File: src/rtl/hazard_scoreboard.sv
// Hazard detection for the ID stage: shadows EXE/MEM destinations and stalls on RAW conflicts.
// Optional macro HAZARD_FORWARDING_EN: only load-use conflicts in EXE stall; MEM is covered by forwarding.
module hazard_scoreboard #(
  parameter int unsigned REG_ADDR_LEN  = 5,
  parameter int unsigned STALL_CNT_LEN = 16
) (
  input  logic                     clk,
  input  logic                     rst,
  input  logic [REG_ADDR_LEN-1:0]  src1,
  input  logic [REG_ADDR_LEN-1:0]  src2,
  input  logic                     two_src,
  input  logic [REG_ADDR_LEN-1:0]  dest_ID,
  input  logic                     WB_EN_ID,
  input  logic                     MEM_R_EN_ID,
  input  logic                     flush,
  output logic                     hazard_detected,
  output logic [STALL_CNT_LEN-1:0] stall_cnt
);

  typedef struct packed {
    logic                    valid;
    logic [REG_ADDR_LEN-1:0] dest;
    logic                    wb_en;
    logic                    mem_r_en;
  } slot_t;

  slot_t                    exe_q, exe_d;
  logic [STALL_CNT_LEN-1:0] stall_cnt_q, stall_cnt_d;
  logic                     hit_exe_c;

  // A slot only produces a hazard for a real, written, non-zero register.
  function automatic logic slot_match(input slot_t s, input logic [REG_ADDR_LEN-1:0] src,
                                      input logic en);
    return en && s.valid && s.wb_en && (s.dest == src) && (src != '0);
  endfunction

`ifdef HAZARD_FORWARDING_EN
  always_comb begin
    hit_exe_c       = slot_match(exe_q, src1, 1'b1) | slot_match(exe_q, src2, two_src);
    hazard_detected = hit_exe_c & exe_q.mem_r_en;
  end
`else
  slot_t mem_q, mem_d;
  logic  hit_mem_c;
  logic  unused_load_flags_c;

  always_comb begin
    hit_exe_c           = slot_match(exe_q, src1, 1'b1) | slot_match(exe_q, src2, two_src);
    hit_mem_c           = slot_match(mem_q, src1, 1'b1) | slot_match(mem_q, src2, two_src);
    hazard_detected     = hit_exe_c | hit_mem_c;
    unused_load_flags_c = exe_q.mem_r_en ^ mem_q.mem_r_en;
  end

  always_comb begin
    mem_d = exe_q;
  end

  always_ff @(posedge clk) begin
    if (!rst) begin
      mem_q <= '0;
    end else begin
      mem_q <= mem_d;
    end
  end
`endif

  // EXE takes a bubble on stall or squash; the counter saturates rather than wrapping.
  always_comb begin
    exe_d       = '0;
    stall_cnt_d = stall_cnt_q;
    if (!(hazard_detected || flush)) begin
      exe_d = '{valid: 1'b1, dest: dest_ID, wb_en: WB_EN_ID, mem_r_en: MEM_R_EN_ID};
    end
    if (hazard_detected && (stall_cnt_q != '1)) begin
      stall_cnt_d = stall_cnt_q + STALL_CNT_LEN'(1);
    end
  end

  always_ff @(posedge clk) begin
    if (!rst) begin
      exe_q       <= '0;
      stall_cnt_q <= '0;
    end else begin
      exe_q       <= exe_d;
      stall_cnt_q <= stall_cnt_d;
    end
  end

  assign stall_cnt = stall_cnt_q;

endmodule

File: config.mk
export PLATFORM = sky130hd
export DESIGN_NAME = hazard_scoreboard
export DESIGN_NICKNAME = d
export VERILOG_FILES = /design/src/rtl/hazard_scoreboard.sv
export SDC_FILE = /design/constraint.sdc
export NUM_CORES = 1
export LEC_CHECK = 0
export BUFFER_PORTS_ARGS = -buffer_cell sky130_fd_sc_hd__buf_2
export CAP_MARGIN = 20
export CORE_MARGIN = 4
export CORE_UTILIZATION = 50
export DETAILED_ROUTE_END_ITERATION = 12
export GPL_TIMING_DRIVEN = 0
export PLACE_DENSITY = 0.78
export REMOVE_ABC_BUFFERS = 1
export SYNTH_ARGS = -nofsm -noshare
export SYNTH_HDL_FRONTEND = slang
export SYNTH_SLANG_ARGS = --single-unit
File: constraint.sdc
create_clock -name clk -period 3.07 [get_ports clk]
set_input_delay 0.614 -clock clk [delete_from_list [all_inputs] [get_ports clk]]
set_output_delay 0.614 -clock clk [all_outputs]
set_load 0.1 [all_outputs]
==> out/metrics.csv, run 1 <==
metric,value,unit
run status,"complete, no violations",
Iter 0 DRT Violations,54,
Total GRT Usage,16.27,%
post-synthesis cell count,158,
TritonRoute pass-1 iters,4,
"Remaining Overflow, GRT",0,
diode count,0,
"commonest non-fill, non-tap cell in the layout",buf_2,
Final Hold Viols,0,
Setup Buffers After CTS,0,
die footprint,0.004009,mm^2
Rows,19,
initial antenna violation count,0,
Max Slew Vio Count,0,
gpl congestion,0.8609,
post-route cell area,0.001790,mm^2
Rel. slew slack,66.71,%
chip height,63.32,um
"Cell Area, Synth",0.001530,mm^2
pin count of the biggest net entering global routing,32,
Tcrit/Tclk final,92.97,%
Syn Area/Cell,9.685,um^2
setup_tns,0,ps
Final Core Density,63.29,%
"flops & latches, synth",30,
Tightest Pin Transition,494.8,ps
fillers,249,
"antenna viol nets, final",0,
Yosys warnings,0,
Clock Tree Buf Depth,2,
CTS tree,yes,
Num CTS Buffers,5,
Initial Util,54.09,%
die width,63.32,um
Tmin final,2854,ps
Final Worst Setup Slack,215.8,ps
unrepaired setup endpoints after global routing,no,
clk slew on worst S/H paths,90,ps
post_cts resized,0,
"commonest cells after routing, fill and taps aside","buf_2 (36), dfxtp_1 (30), and2_1 (20)",
dpl cell area,0.001730,mm^2
vias in the first global route,1206,
share of layout cells above drive strength 1,25.63,%
HP Class,in -> reg,
Max-cap violations,0,
Hold Buf Count CTS,0,
"critical path fanouts, max",4,
worst-skew pair later-pin latency,330,ps
io pins,38,
data required time of the worst path,2460,ps
htree depth,2,
fin cells,230,
core box area,0.002829,mm^2
Layout Nets,220,
leakage power,0.8279,nW
# setup viols final,0,
Routed Wire Length,2.956,mm
Max Freq,350.4,MHz
Setup CP Type,in -> out,
DR vias/cell,5.348,
Detailed Place HPWL,2.299,mm
# DRC,0,
Crit. End Element,primary output,
CP Launch Type,input pin,
# port buffers,36,
mean routed wirelength per cell,12.85,um
power per cell area,392.1,mW/mm^2
Synth-to-Final Area Change,17.01,%
placed cell count,222,
"Seq/Total Area, Yosys",39.25,%
routed vias,1230,
Clock Sinks,30,
global-route wire length before repair,5.306,mm
CP Data Arrival Time,2240,ps
synth unique cells,31,
maximum vdd drop,0.2564,mV
clock skew,15.36,ps
root buf cell,clkbuf_4,
pre-CTS WS,196.4,ps
-- layer usage --
layer	vias up	routed length, um	global-route usage, %
met5	-	0	0
met4	0	31	4.852
met3	4	176	5.506
met2	29	1415	27.77
met1	568	1332	19.17
li1	629	-	-
-- registers in the layout (all words and copies together) (netlist names) --
signal     count
stall_cnt     16
exe_q          7
mem_q          7
-- Yosys cell counts (all sizes together) --
library cell / count / share of area [%]
a211oi: 2 / 0.98
a21boi: 1 / 0.49
a21oi: 4 / 1.3
and2: 20 / 8.2
and3: 7 / 2.9
and3b: 1 / 0.57
and4: 1 / 0.65
buf: 1 / 0.74
clkbuf: 2 / 0.49
dfxtp: 30 / 39
ha: 1 / 0.82
mux2i: 8 / 5.2
nand2: 15 / 4.2
nand2b: 5 / 2.0
nand3: 8 / 2.6
nand4: 5 / 2.0
nor2: 3 / 0.74
nor2b: 2 / 0.82
nor3: 1 / 0.33
nor3b: 1 / 0.82
nor4: 2 / 0.82
nor4b: 2 / 3.1
o2111ai: 2 / 2.0
o211ai: 2 / 0.98
o21a: 1 / 0.49
or2b: 2 / 0.98
or4: 2 / 0.98
xnor2: 13 / 7.4
xor2: 14 / 8.0
-- worst max-delay path, cell delays in order --
cell and delay [ps]:
buf_2 120, or4_1 520, o21a_1 200, nor4b_4 140, o211ai_1 160, nand2_1 150
buf_2 330
-- power breakdown --
| group | switching (W) | internal, W | leakage [nW] |
|---|---|---|---|
| Clock | 0.000131 | 0.000111 | 0.0353 |
| Combinational | 0.0000291 | 0.0000300 | 0.549 |
| Sequential | 0.00000593 | 0.000395 | 0.243 |
-- worst paths after layout --
path                                   start              end  slack (ps)  cells past startpoint
worst max-delay path                 src2[0]  hazard_detected         220                      7
worst min-delay path              dest_ID[4]         exe_q[6]         480                      2
worst max register to register      mem_q[3]     stall_cnt[6]        1020                      7
worst min register to register  stall_cnt[8]     stall_cnt[8]         490                      2
-- kinds of logic after synthesis --
group,after synthesis,share of synthesized area [%]
adders and majority gates,1,0.8175
muxes,8,5.233
xor gates and xnor gates,27,15.45
buffers and inverters,3,1.227
and+or+nand+nor,77,31.81
AOI/OAI and AO/OA,12,6.214
DFF,30,39.25
-- layout make-up --
cell class                 count  area, um^2  share of cell area, %
clock buffer                   7       55.05                  3.075
clock inverter                 1       5.005                 0.2795
multi-input combinational    125       910.9                  50.87
sequential                    30       600.6                  33.54
tap                           31       38.79                  2.166
timing repair buffer          36       180.2                  10.06
-- through the flow --
step | total power [W] | hold WS [ps]
after floorplan | 0.0004432 | 471.8
after global placement | 0.0004676 | 462.8
after detailed placement | 0.0004704 | 483.3
after CTS | 0.0007105 | 475.3
after global routing | 0.0007390 | 473.9
final | 0.0007020 | 484.3
(Power assumes the default switching activity.)
==> run 2: changes to the inputs <==
--- a/config.mk
+++ b/config.mk
@@ -12,7 +12,6 @@
 export DETAILED_ROUTE_END_ITERATION = 12
 export GPL_TIMING_DRIVEN = 0
 export PLACE_DENSITY = 0.78
-export REMOVE_ABC_BUFFERS = 1
 export SYNTH_ARGS = -nofsm -noshare
 export SYNTH_HDL_FRONTEND = slang
 export SYNTH_SLANG_ARGS = --single-unit
==> run 2 against run 1 <==
Net effect:
- utilization rose by 0.35 points
- hold slack got worse by 12 ps
- global-route usage rose by 1.6 points
- clock skew fell by 5.3 ps
- via count rose by 3.4%
- non-clock buffer count rose by 3
- clock-buffer cell count fell by 1
- critical path depth did not move
- first-iteration DRC count fell by 13%
- critical endpoint unchanged
- highest routed layer unchanged
==> out/metrics.csv, run 2 (synthesized netlist as in run 1, its figures left out) <==
metric,value,unit
WP buf/inv,2,
Hold Buf Count CTS,0,
placed cell count,225,
global-route wire length before repair,5.623,mm
Total GRT Usage,17.87,%
"Slowest-stage cell, CP",or4_1,
Setup Buffers After CTS,0,
io pins,38,
die footprint,0.004009,mm^2
Max Freq,349.0,MHz
Crit. End Element,primary output,
post_cts resized,0,
# setup viols final,0,
"Remaining Overflow, GRT",0,
share of layout cells above drive strength 1,25.50,%
Max Slew Vio Count,0,
Detailed Place HPWL,2.523,mm
core box area,0.002829,mm^2
diode count,0,
gpl congestion,0.7715,
max incr delay on CP,520,ps
Total Power,0.0006968,W
Final Hold Viols,0,
Largest register FFs,16,
setup_tns,0,ps
Final Worst Setup Slack,204.4,ps
Synth-to-Final Area Change,17.66,%
TritonRoute pass-1 iters,4,
Setup CP Type,in -> out,
data required time of the worst path,2460,ps
clk slew on worst S/H paths,90,ps
Iter 0 DRT Violations,47,
syn nets,180,
pre-CTS WS,195.5,ps
htree depth,2,
unrepaired setup endpoints after global routing,no,
Routed Wire Length,3.279,mm
"commonest non-fill, non-tap cell in the layout",buf_2,
leakage power,0.8312,nW
vias in the first global route,1285,
Tcrit/Tclk final,93.34,%
DR vias/cell,5.506,
worst-skew pair later-pin latency,340,ps
mean routed wirelength per cell,14.19,um
Clock Sinks,30,
# DRC,0,
run status,"complete, no violations",
maximum vdd drop,0.2655,mV
pin count of the biggest net entering global routing,11,
CP Data Arrival Time,2250,ps
Clock Tree Buf Depth,2,
HP Class,in -> reg,
CP Launch Type,input pin,
Initial Util,54.09,%
root buf cell,clkbuf_4,
initial antenna violation count,0,
die width,63.32,um
"commonest cells after routing, fill and taps aside","buf_2 (36), dfxtp_1 (30), and2_1 (20)",
chip height,63.32,um
# port buffers,36,
CTS tree,yes,
"antenna viol nets, final",0,
power per cell area,387.0,mW/mm^2
Max-cap violations,0,
Rel. slew slack,68.21,%
"Cell Chain, Critical Path","buf_2, or4_1, o21a_1, nor4b_4, o211ai_1, nand2_1, buf_2",
Tmin final,2866,ps
CP top delay family,simple AND/OR/NAND/NOR gates,
"critical path fanouts, max",4,
Num CTS Buffers,5,
fin cells,231,
Layout Nets,223,
Most Frequent Cell on Critical Path,buf_2,
Rows,19,
routed vias,1272,
Tightest Pin Transition,472.4,ps
clock skew,10.03,ps
[run 2: cell types whose count changed in the layout (fill, tap and decap cells not counted)]
cell,delta
buf_6,+1
clkbuf_1,+1
clkinv_2,-1
[run 2: final timing paths]
path / startpoint / endpoint / slack [ps] / depth (start not counted)
max: src2[0] / hazard_detected / 200 / 7
min: dest_ID[4] / exe_q[6] / 470 / 2
max reg2reg: exe_q[6] / stall_cnt[14] / 1000 / 7
min reg2reg: stall_cnt[15] / stall_cnt[15] / 490 / 2
[run 2: routing by layer]
layer | wire, um | up-vias | track usage [%]
met5 | 0 | - | 0
met4 | 69 | 0 | 10.51
met3 | 223 | 8 | 5.684
met2 | 1563 | 45 | 29.34
met1 | 1423 | 586 | 20.15
li1 | - | 633 | -
[run 2: cell type report]
type                    instances  area [um^2]
fillers                       241         1028
multi-input cells             125        910.9
flip-flops and latches         30        600.6
repair buffers                 36        180.2
clock buffers                   6        51.30
well taps                      31        38.79
plain buffers                   3        18.77
[run 2: power by group]
part	leakage (nW)	switching, W	internal (W)
registers	0.243	0.00000642	0.000395
clock network	0.0302	0.000130	0.000103
logic	0.558	0.0000307	0.0000318
[run 2: per-stage QoR]
| stage | utilization, % | hold slack [ps] | area, um^2 |
|---|---|---|---|
| final | 63.64 | 472.5 | 1800 |
| after global routing | 63.64 | 468.0 | 1800 |
| after detailed placement | 61.83 | 484.6 | 1749 |
| after global placement | 61.83 | 464.4 | 1749 |
| after CTS | 63.64 | 470.5 | 1800 |
| after floorplan | - | 471.8 | 1530 |
==> run 3: changes to the inputs <==
==> config.mk (replaced) <==
export PLATFORM = sky130hd
export DESIGN_NAME = hazard_scoreboard
export DESIGN_NICKNAME = d
export VERILOG_FILES = /design/src/rtl/hazard_scoreboard.sv
export SDC_FILE = /design/constraint.sdc
export NUM_CORES = 1
export LEC_CHECK = 0
export BUFFER_PORTS_ARGS = -buffer_cell sky130_fd_sc_hd__buf_4
export CAP_MARGIN = 20
export CELL_PAD_IN_SITES_DETAIL_PLACEMENT = 1
export CELL_PAD_IN_SITES_GLOBAL_PLACEMENT = 1
export CORE_MARGIN = 4
export CORE_UTILIZATION = 39
export DETAILED_ROUTE_END_ITERATION = 12
export GPL_TIMING_DRIVEN = 0
export PLACE_DENSITY = 0.8
export SYNTH_ARGS = -nofsm -noshare
export SYNTH_HDL_FRONTEND = slang
export SYNTH_SLANG_ARGS = --single-unit
==> run 3 against run 2 <==
Net effect:
- global-route usage fell by 1.0 points
- sequential power barely moved
- largest cell class unchanged
- power rose by 15%
- first-iteration DRC count fell by 72%
- clock power rose by 42%
- critical path type unchanged
- highest routed layer unchanged
- register-to-register slack got worse by 50 ps
- via count rose by 0.31%
- setup slack improved by 55 ps
- combinational power rose by 14%
- hold slack improved by 23 ps
- non-clock buffer count did not move
==> out/metrics.csv, run 3 (synthesized netlist as in run 1, its figures left out) <==
metric,value,unit
"commonest non-fill, non-tap cell in the layout",buf_4,
Tmin final,2811,ps
run status,"complete, no violations",
leakage power,0.8634,nW
data required time of the worst path,2460,ps
htree depth,2,
power per cell area,411.3,mW/mm^2
clock skew,7.101,ps
maximum vdd drop,0.2339,mV
die width,70.64,um
syn nets,180,
worst reg2reg setup slack,950,ps
Routed Wire Length,3.902,mm
share of layout cells above drive strength 1,25.74,%
HP Class,reg -> reg,
die footprint,0.004990,mm^2
Max Slew Vio Count,0,
post-route cell area,0.001952,mm^2
"antenna viol nets, final",0,
Total GRT Usage,16.83,%
Final Core Density,52.53,%
CP Launch Type,input pin,
Clock Sinks,30,
"Remaining Overflow, GRT",0,
chip height,70.64,um
Setup Buffers After CTS,0,
fillers,451,
"commonest cells after routing, fill and taps aside","buf_4 (36), dfxtp_1 (30), and2_1 (20)",
DR vias/cell,5.104,
reg2reg start,mem_q[3],
Detailed Place HPWL,3.118,mm
worst-skew pair later-pin latency,280,ps
"critical path fanouts, max",4,
# DRC,0,
pin count of the biggest net entering global routing,11,
initial antenna violation count,0,
unrepaired setup endpoints after global routing,no,
Layout Nets,223,
CP Data Arrival Time,2200,ps
hold depth,2,
vias in the first global route,1406,
Max-cap violations,0,
Synth-to-Final Area Change,27.56,%
# setup viols final,0,
clk slew on worst S/H paths,60,ps
FF/Latch Area,600.6,um^2
routed vias,1276,
RR Endpoint,stall_cnt[14],
CTS tree,yes,
Rows,22,
io pins,38,
Clock Tree Buf Depth,2,
global-route wire length before repair,6.644,mm
gpl congestion,0.8159,
CP startpoint,src2[0],
Setup CP Type,in -> out,
Iter 0 DRT Violations,13,
area of the multi-input gates,910.9,um^2
worst hold path startpoint,stall_cnt[8],
R2R cell count,7,
core box area,0.003716,mm^2
Largest register FFs,16,
TritonRoute pass-1 iters,4,
Initial Util,41.18,%
Num CTS Buffers,5,
Final Hold Viols,0,
post_cts resized,0,
mean routed wirelength per cell,15.61,um
Rel. slew slack,65.90,%
Tcrit/Tclk final,91.55,%
setup_tns,0,ps
hold path endpoint,stall_cnt[8],
Crit. End Element,primary output,
Max Freq,355.8,MHz
dpl cell area,0.001861,mm^2
Hold Buf Count CTS,0,
Tightest Pin Transition,506.9,ps
root buf cell,clkbuf_8,
diode count,0,
# port buffers,36,
-- run 3: worst max-delay path by stage --
stage	cells after the start	slack [ps]	to
after floorplan	7	190	exe_q[1]
after global placement	7	270	hazard_detected
after detailed placement	7	240	hazard_detected
after CTS	7	240	hazard_detected
after global routing	7	150	hazard_detected
final	7	260	hazard_detected
-- run 3: power breakdown --
group / switching (W) / internal, W / total (W)
sequential: 0.00000666 / 0.000396 / 0.000403
clock: 0.000148 / 0.000180 / 0.000329
combinational: 0.0000326 / 0.0000389 / 0.0000714
-- run 3: layout make-up --
type / count / share of cell area (%)
tap: 48 / 3.077
buffer: 3 / 0.9615
multi-input combinational: 125 / 46.67
timing repair buffer: 36 / 13.85
clock buffer: 7 / 4.423
sequential: 30 / 30.77
clock inverter: 1 / 0.2564
-- run 3: metal layers --
| metal | track usage, % | part of all wire [%] |
|---|---|---|
| met2 | 29.21 | 50 |
| met4 | 5.637 | 1.4 |
| met1 | 19.84 | 44 |
| met5 | 0 | 0 |
| met3 | 4.972 | 4.4 |
-- run 3: per-stage QoR --
step | setup WS, ps | hold WS, ps | cells | power [W]
4_1_cts | 236.8 | 500.6 | 250 | 0.0008162
6_report | 259.4 | 495.2 | 250 | 0.0008029
3_5_place_dp | 235.1 | 489.6 | 242 | 0.0004840
2_1_floorplan | 187.2 | 471.8 | 158 | 0.0004479
5_1_grt | 154.9 | 513.1 | 250 | 0.0008432
3_3_place_gp | 266.2 | 470.0 | 242 | 0.0004797
-- run 3: critical path, stage by stage --
cell and delay [ps]:
buf_4 130, or4_1 530, o21a_1 200, nor4b_4 140, o211ai_1 170, nand2_1 150, buf_4 270
